**config.mk**
```make
export PLATFORM = sky130hd
export DESIGN_NAME = adc_scan_scheduler
export DESIGN_NICKNAME = d
export VERILOG_FILES = /design/src/rtl/adc_scan_scheduler.sv
export SDC_FILE = /design/constraint.sdc
export NUM_CORES = 1
export LEC_CHECK = 0
export ABC_AREA = 1
export CAP_MARGIN = 10
export CORE_MARGIN = 4
export CORE_UTILIZATION = 45
export DETAILED_ROUTE_END_ITERATION = 12
export GPL_TIMING_DRIVEN = 0
export SYNTH_ARGS = -nofsm -noshare
export SYNTH_HDL_FRONTEND = slang
export SYNTH_SLANG_ARGS = --single-unit
```
**constraint.sdc**
```tcl
create_clock -name clk -period 6 [get_ports clk]
set_input_delay 0.6 -clock clk [delete_from_list [all_inputs] [get_ports clk]]
set_output_delay 0.6 -clock clk [all_outputs]
set_load 0.005 [all_outputs]
```
**src/rtl/adc_scan_scheduler.sv**
```systemverilog
// adc_scan_scheduler: walks the enabled ADC channels in ascending order, oversamples
// each one, and keeps the averaged results in a per-channel bank with fresh flags.
module adc_scan_scheduler #(
  parameter int NUM_CH      = 8,
  parameter int DATA_W      = 12,
  parameter int AVG_LOG2    = 2,
  parameter int TIMEOUT_CYC = 4096
) (
  input  logic                          clk,
  input  logic                          rst,
  input  logic [NUM_CH-1:0]             cfg_mask,
  input  logic                          cfg_continuous,
  input  logic                          start,
  input  logic                          stop,
  output logic                          conv_start,
  output logic [$clog2(NUM_CH)-1:0]     conv_addr,
  input  logic                          conv_done,
  input  logic [DATA_W-1:0]             conv_data,
  input  logic [$clog2(NUM_CH)-1:0]     rd_addr,
  input  logic                          rd_en,
  output logic [DATA_W-1:0]             rd_data,
  output logic                          rd_fresh,
  output logic                          busy,
  output logic                          scan_done,
  output logic                          timeout_err
);

  localparam int CH_W  = $clog2(NUM_CH);
  localparam int ACC_W = DATA_W + AVG_LOG2;
  localparam int CNT_W = (AVG_LOG2 > 0) ? AVG_LOG2 : 1;
  localparam int TMR_W = (TIMEOUT_CYC > 1) ? $clog2(TIMEOUT_CYC) : 1;
  localparam logic [CNT_W-1:0] CNT_LAST = CNT_W'((1 << AVG_LOG2) - 1);
  localparam logic [TMR_W-1:0] TMR_LAST = TMR_W'(TIMEOUT_CYC - 1);

  typedef enum logic [1:0] {IDLE, ISSUE, WAIT, STORE} state_t;

  state_t             state_reg, state_next;
  logic [CH_W-1:0]    ch_reg, ch_next;
  logic [NUM_CH-1:0]  mask_reg, mask_next;
  logic [ACC_W-1:0]   acc_reg, acc_next;
  logic [CNT_W-1:0]   cnt_reg, cnt_next;
  logic [TMR_W-1:0]   timer_reg, timer_next;
  logic               stop_pending_reg, stop_pending_next;
  logic               timeout_err_reg, timeout_err_next;

  logic               store_en;
  logic               advance;
  logic               stop_now;
  logic               has_next;
  logic [CH_W-1:0]    next_ch;
  logic [CH_W-1:0]    first_ch;
  logic [ACC_W-1:0]   acc_shift;
  logic [DATA_W-1:0]  avg_value;

  logic [DATA_W-1:0]  result_mem [NUM_CH];
  logic [NUM_CH-1:0]  fresh;

  assign acc_shift   = acc_reg >> AVG_LOG2;
  assign avg_value   = acc_shift[DATA_W-1:0];
  assign stop_now    = stop_pending_reg | stop;
  assign busy        = (state_reg != IDLE);
  assign conv_addr   = (state_reg == IDLE) ? '0 : ch_reg;
  assign timeout_err = timeout_err_reg;
  assign rd_data     = result_mem[rd_addr];
  assign rd_fresh    = fresh[rd_addr];

  // Downward scans leave the lowest qualifying index as the final assignment.
  always_comb begin
    next_ch  = '0;
    has_next = 1'b0;
    first_ch = '0;
    for (int i = NUM_CH - 1; i >= 0; i--) begin
      if (mask_reg[i] && (CH_W'(i) > ch_reg)) begin
        next_ch  = CH_W'(i);
        has_next = 1'b1;
      end
      if (cfg_mask[i]) begin
        first_ch = CH_W'(i);
      end
    end
  end

  always_ff @(posedge clk or posedge rst) begin
    if (rst) begin
      state_reg        <= IDLE;
      ch_reg           <= '0;
      mask_reg         <= '0;
      acc_reg          <= '0;
      cnt_reg          <= '0;
      timer_reg        <= '0;
      stop_pending_reg <= 1'b0;
      timeout_err_reg  <= 1'b0;
    end else begin
      state_reg        <= state_next;
      ch_reg           <= ch_next;
      mask_reg         <= mask_next;
      acc_reg          <= acc_next;
      cnt_reg          <= cnt_next;
      timer_reg        <= timer_next;
      stop_pending_reg <= stop_pending_next;
      timeout_err_reg  <= timeout_err_next;
    end
  end

  always_comb begin
    state_next        = state_reg;
    ch_next           = ch_reg;
    mask_next         = mask_reg;
    acc_next          = acc_reg;
    cnt_next          = cnt_reg;
    timer_next        = timer_reg;
    stop_pending_next = stop_pending_reg;
    timeout_err_next  = timeout_err_reg;
    store_en          = 1'b0;
    advance           = 1'b0;
    conv_start        = 1'b0;
    scan_done         = 1'b0;

    if (stop && (state_reg != IDLE)) begin
      stop_pending_next = 1'b1;
    end

    case (state_reg)
      IDLE: begin
        if (start && (cfg_mask != '0)) begin
          mask_next        = cfg_mask;
          timeout_err_next = 1'b0;
          ch_next          = first_ch;
          state_next       = ISSUE;
        end
      end
      ISSUE: begin
        conv_start = 1'b1;
        timer_next = '0;
        state_next = WAIT;
      end
      WAIT: begin
        if (conv_done) begin
          if (stop_now) begin
            acc_next   = '0;
            cnt_next   = '0;
            state_next = IDLE;
          end else begin
            acc_next = acc_reg + ACC_W'(conv_data);
            if (cnt_reg == CNT_LAST) begin
              state_next = STORE;
            end else begin
              cnt_next   = cnt_reg + 1'b1;
              state_next = ISSUE;
            end
          end
        end else if (timer_reg == TMR_LAST) begin
          // A dead channel costs its partial average but not the rest of the pass.
          timeout_err_next = 1'b1;
          acc_next         = '0;
          cnt_next         = '0;
          if (stop_now) begin
            state_next = IDLE;
          end else begin
            advance = 1'b1;
          end
        end else begin
          timer_next = timer_reg + 1'b1;
        end
      end
      STORE: begin
        store_en = 1'b1;
        acc_next = '0;
        cnt_next = '0;
        advance  = 1'b1;
      end
      default: state_next = IDLE;
    endcase

    if (advance) begin
      if (has_next) begin
        ch_next    = next_ch;
        state_next = ISSUE;
      end else begin
        scan_done = 1'b1;
        if (cfg_continuous && !stop_now) begin
          mask_next = cfg_mask;
          if (cfg_mask != '0) begin
            ch_next    = first_ch;
            state_next = ISSUE;
          end else begin
            state_next = IDLE;
          end
        end else begin
          state_next = IDLE;
        end
      end
    end

    if (state_next == IDLE) begin
      stop_pending_next = 1'b0;
    end
  end

  // Store beats a same-cycle read strobe so a brand-new result is never lost.
  for (genvar gi = 0; gi < NUM_CH; gi++) begin : g_bank
    logic [DATA_W-1:0] value_reg;
    logic              fresh_reg;

    always_ff @(posedge clk or posedge rst) begin
      if (rst) begin
        value_reg <= '0;
        fresh_reg <= 1'b0;
      end else if (store_en && (ch_reg == CH_W'(gi))) begin
        value_reg <= avg_value;
        fresh_reg <= 1'b1;
      end else if (rd_en && (rd_addr == CH_W'(gi))) begin
        fresh_reg <= 1'b0;
      end
    end

    assign result_mem[gi] = value_reg;
    assign fresh[gi]      = fresh_reg;
  end

endmodule
```
==> results.tsv <==
stage	metric	value	unit
synthesis	synth_warnings	0	
layout	n_antenna_cell	0	
global_route	grt_max_degree	93	
critical_path	startpoint_type	primary input	
timing	skew	0.00641	ns
pwr	leakage	0.00394	uW
timing	worstMarginPinSlew	0.852	ns
timing	rsz0062_at_grt	false	
route	routed_wl	19.8	mm
route	via_per_inst	5.51	
route	detail-route-antenna-nets	0	
layout	final_nets	993	
timing	slew_headroom	43.0	%
floorplanning	die_w	134	um
global_route	antenna_found_initial	0	
placement	place_ws	1.97	ns
floorplanning	ios	50	
clock_tree	htree_levels	4	
critical_path	crit_fanout	10	
synthesis	syn_area	7190	um^2
synthesis	yosysSeqAreaShare	50.8	%
synthesis	postSynthCellCount	879	
timing	setup-tns-final	0	ns
global_route	grt_pass1_vias	6391	
clock_tree	cts_tree	done	
route	dr_wl_met2	9.35	mm
floorplanning	core	15400	um^2
synthesis	avgSynthCellArea	8.18	um^2
critical_path	r2r-start	acc_reg[0]	
critical_path	crit_chain	clkdlybuf4s50_1 -> nor2_1 -> clkbuf_1 -> a22oi_1 -> a41oi_1 -> clkdlybuf4s50_1	
clock_tree	cts_root_buf	clkbuf_16	
synthesis	synth_cell_types	38	
critical_path	worstSetupPathType	in2out	
timing	drv_slew	0	
critical_path	cp_top_family	buffers and inverters	
pwr	power.total	3790	uW
clock_tree	postCtsSetupBuffers	0	
route	drt_iter0_drc	534	
route	met1Wirelength	8.85	mm
min_path	hold_path_class	reg2reg	
floorplanning	die_h	134	um
timing	hold_violations	0	
global_route	grt_use_total	23.0	%
floorplanning	start_util	46.6	%
clock_tree	path_clk_slew	0.06	ns
timing	finalWorstSetupSlack	1.94	ns
critical_path	cp-end-kind	output port	
route	routed.top_layer	met4	
synthesis	synthFlopType	dfrtp_1	
placement	post-dp-hpwl	14.0	mm
floorplanning	std_cell_rows	45	
status	status	finished clean	
route	met3_length	1.12	mm
timing	fmax	246	MHz
min_path	hp-start	g_bank[6].value_reg[4]	
placement	io_buffers	49	
run	cap_violations	0	
critical_path	crit_path_frequent_cell	clkdlybuf4s50_1	
clock_tree	clk_latency	0.42	ns
synthesis	syn_nets	924	
timing	min_period	4.06	ns
route	firstDrtPassIters	5	
clock_tree	hold_buffers	0	
layout	areaGrowthSynthToFinish	20.2	%
floorplanning	die_area	18100	um^2
clock_tree	cts_buffers	17	
synthesis	ys_async_sr_fraction	100	%
route	drc	0	
route	vias	6456	
clock_tree	cts_max_path_buffers	2	
placement	gp_congestion	0.958	
pwr	peakVddDrop	0.000294	V
layout	largest_register_ff_count	96	
clock_tree	cts_sinks	146	
timing	fin_crit_sh	67.7	%
critical_path	path_buf_inv	3	
critical_path	cp.arrival	3.46	ns
global_route	grt_pass1_wl	32.7	mm
clock_tree	cts-resized-gates	0	
timing	setup_viol	0	
pwr	p_per_area	438	nW/um^2
synthesis	synth_edf_count	0	
layout	drive_gt1_share	5.62	%
route	avgRoutedWirePerCell	16.9	um
critical_path	worst_setup_path_startpoint	rd_addr[0]	
synthesis	synth_seq_cells	146	
critical_path	worst-endpoint-required	5.40	ns
critical_path	crit_path_top_delay_cell	nor2_1	
global_route	grt_remaining_overflow	0	
critical_path	cpPeakStageDelay	0.69	ns
[Yosys cell counts, drive strengths merged (2+ instances only)]
cell | number | area share (%)
a22o | 2 | 0.24
clkinv | 2 | 0.10
clkbuf | 24 | 1.3
nor2 | 67 | 3.9
nand2 | 278 | 15
nand3 | 48 | 3.3
a41oi | 4 | 0.49
a31oi | 9 | 0.78
a22oi | 22 | 2.3
o21ai | 132 | 9.3
a211oi | 8 | 0.84
a21boi | 3 | 0.31
dfrtp | 146 | 51
ha | 14 | 2.4
o21bai | 2 | 0.21
or2 | 2 | 0.17
nand3b | 2 | 0.38
o22ai | 3 | 0.26
a21oi | 25 | 1.7
nand4 | 8 | 0.90
xor2 | 9 | 1.1
inv | 55 | 2.9
buf | 5 | 0.35
xnor2 | 3 | 0.37
[worst reg2reg max path, stage by stage (launching register included)]
cell	delay, ns
dfrtp_1	0.38
ha_1	0.23
fa_1	0.39
nand2_1	0.11
nand2_1	0.06
o21ai_0	0.16
inv_1	0.13
nand2_1	0.08
nand2_1	0.08
nand3_1	0.10
nand3b_1	0.09
nand3_1	0.09
nand2_1	0.05
[stage by stage]
step	util, %	std cells	cell area, um^2	hold WS, ns
after floorplan	-	879	7190	0.441
after global placement	51.5	1139	7940	0.458
after detailed placement	51.7	1140	7980	0.472
after CTS	56.0	1172	8640	0.487
after global routing	56.0	1172	8640	0.500
final	56.0	1172	8640	0.482
[layer usage]
metal / GRT usage [%] / vias up
li1: - / 3091
met1: 31.7 / 3133
met2: 36.3 / 195
met3: 5.06 / 37
met4: 7.86 / 0
met5: 0 / -
[worst paths after layout]
path / to / slack (ns) / cells past startpoint
min: g_bank[6].value_reg[4] / 0.48 / 2
max in group asynchronous: mask_reg[2] / 4.57 / 3
min reg2reg: g_bank[6].value_reg[4] / 0.48 / 2
max: rd_data[5] / 1.94 / 6
min in group asynchronous: g_bank[0].value_reg[4] / 0.60 / 2
max reg2reg: acc_reg[10] / 3.96 / 12
[cells by family (layout without fill, tap and decap cells)]
family	after synthesis	in the layout	synth area share, %
fa+ha+maj	15	15	2.71
simple gates	406	406	23.4
xor+xnor	12	12	1.46
buf+inv	86	168	4.58
compound gates	214	214	17.0
flops	146	146	50.8
[cells in the final DEF (no fill, tap or decap), drive strengths merged, types with 3 or more instances in the layout]
cell           count
inv               55
nand2            278
clkinv             4
o21ai            132
xnor2              3
clkbuf            47
nand4              8
buf                6
a22oi             22
nand3             48
a211oi             8
bufinv             5
nor2              67
a21boi             3
clkdlybuf4s50     49
a31oi              9
a41oi              4
ha                14
dfrtp            146
a21oi             25
xor2               9
o22ai              3
[layout make-up]
class	count	area, um^2
clock inverter	9	175
clock buffer	23	488
timing repair buffer	50	518
sequential	146	3650
tap	211	264
multi-input combinational	647	3210
inverter	57	219
fill	1451	6790
buffer	29	115
[report_power, final]
part | switching, uW | leakage, uW | total (uW) | internal (uW)
logic | 688 | 0.00162 | 1110 | 425
registers | 201 | 0.00199 | 1490 | 1290
clock network | 402 | 0.000319 | 1180 | 781
total | 1290 | 0.00394 | 3790 | 2500
No activity file was read; power rests on OpenSTA's default activity.
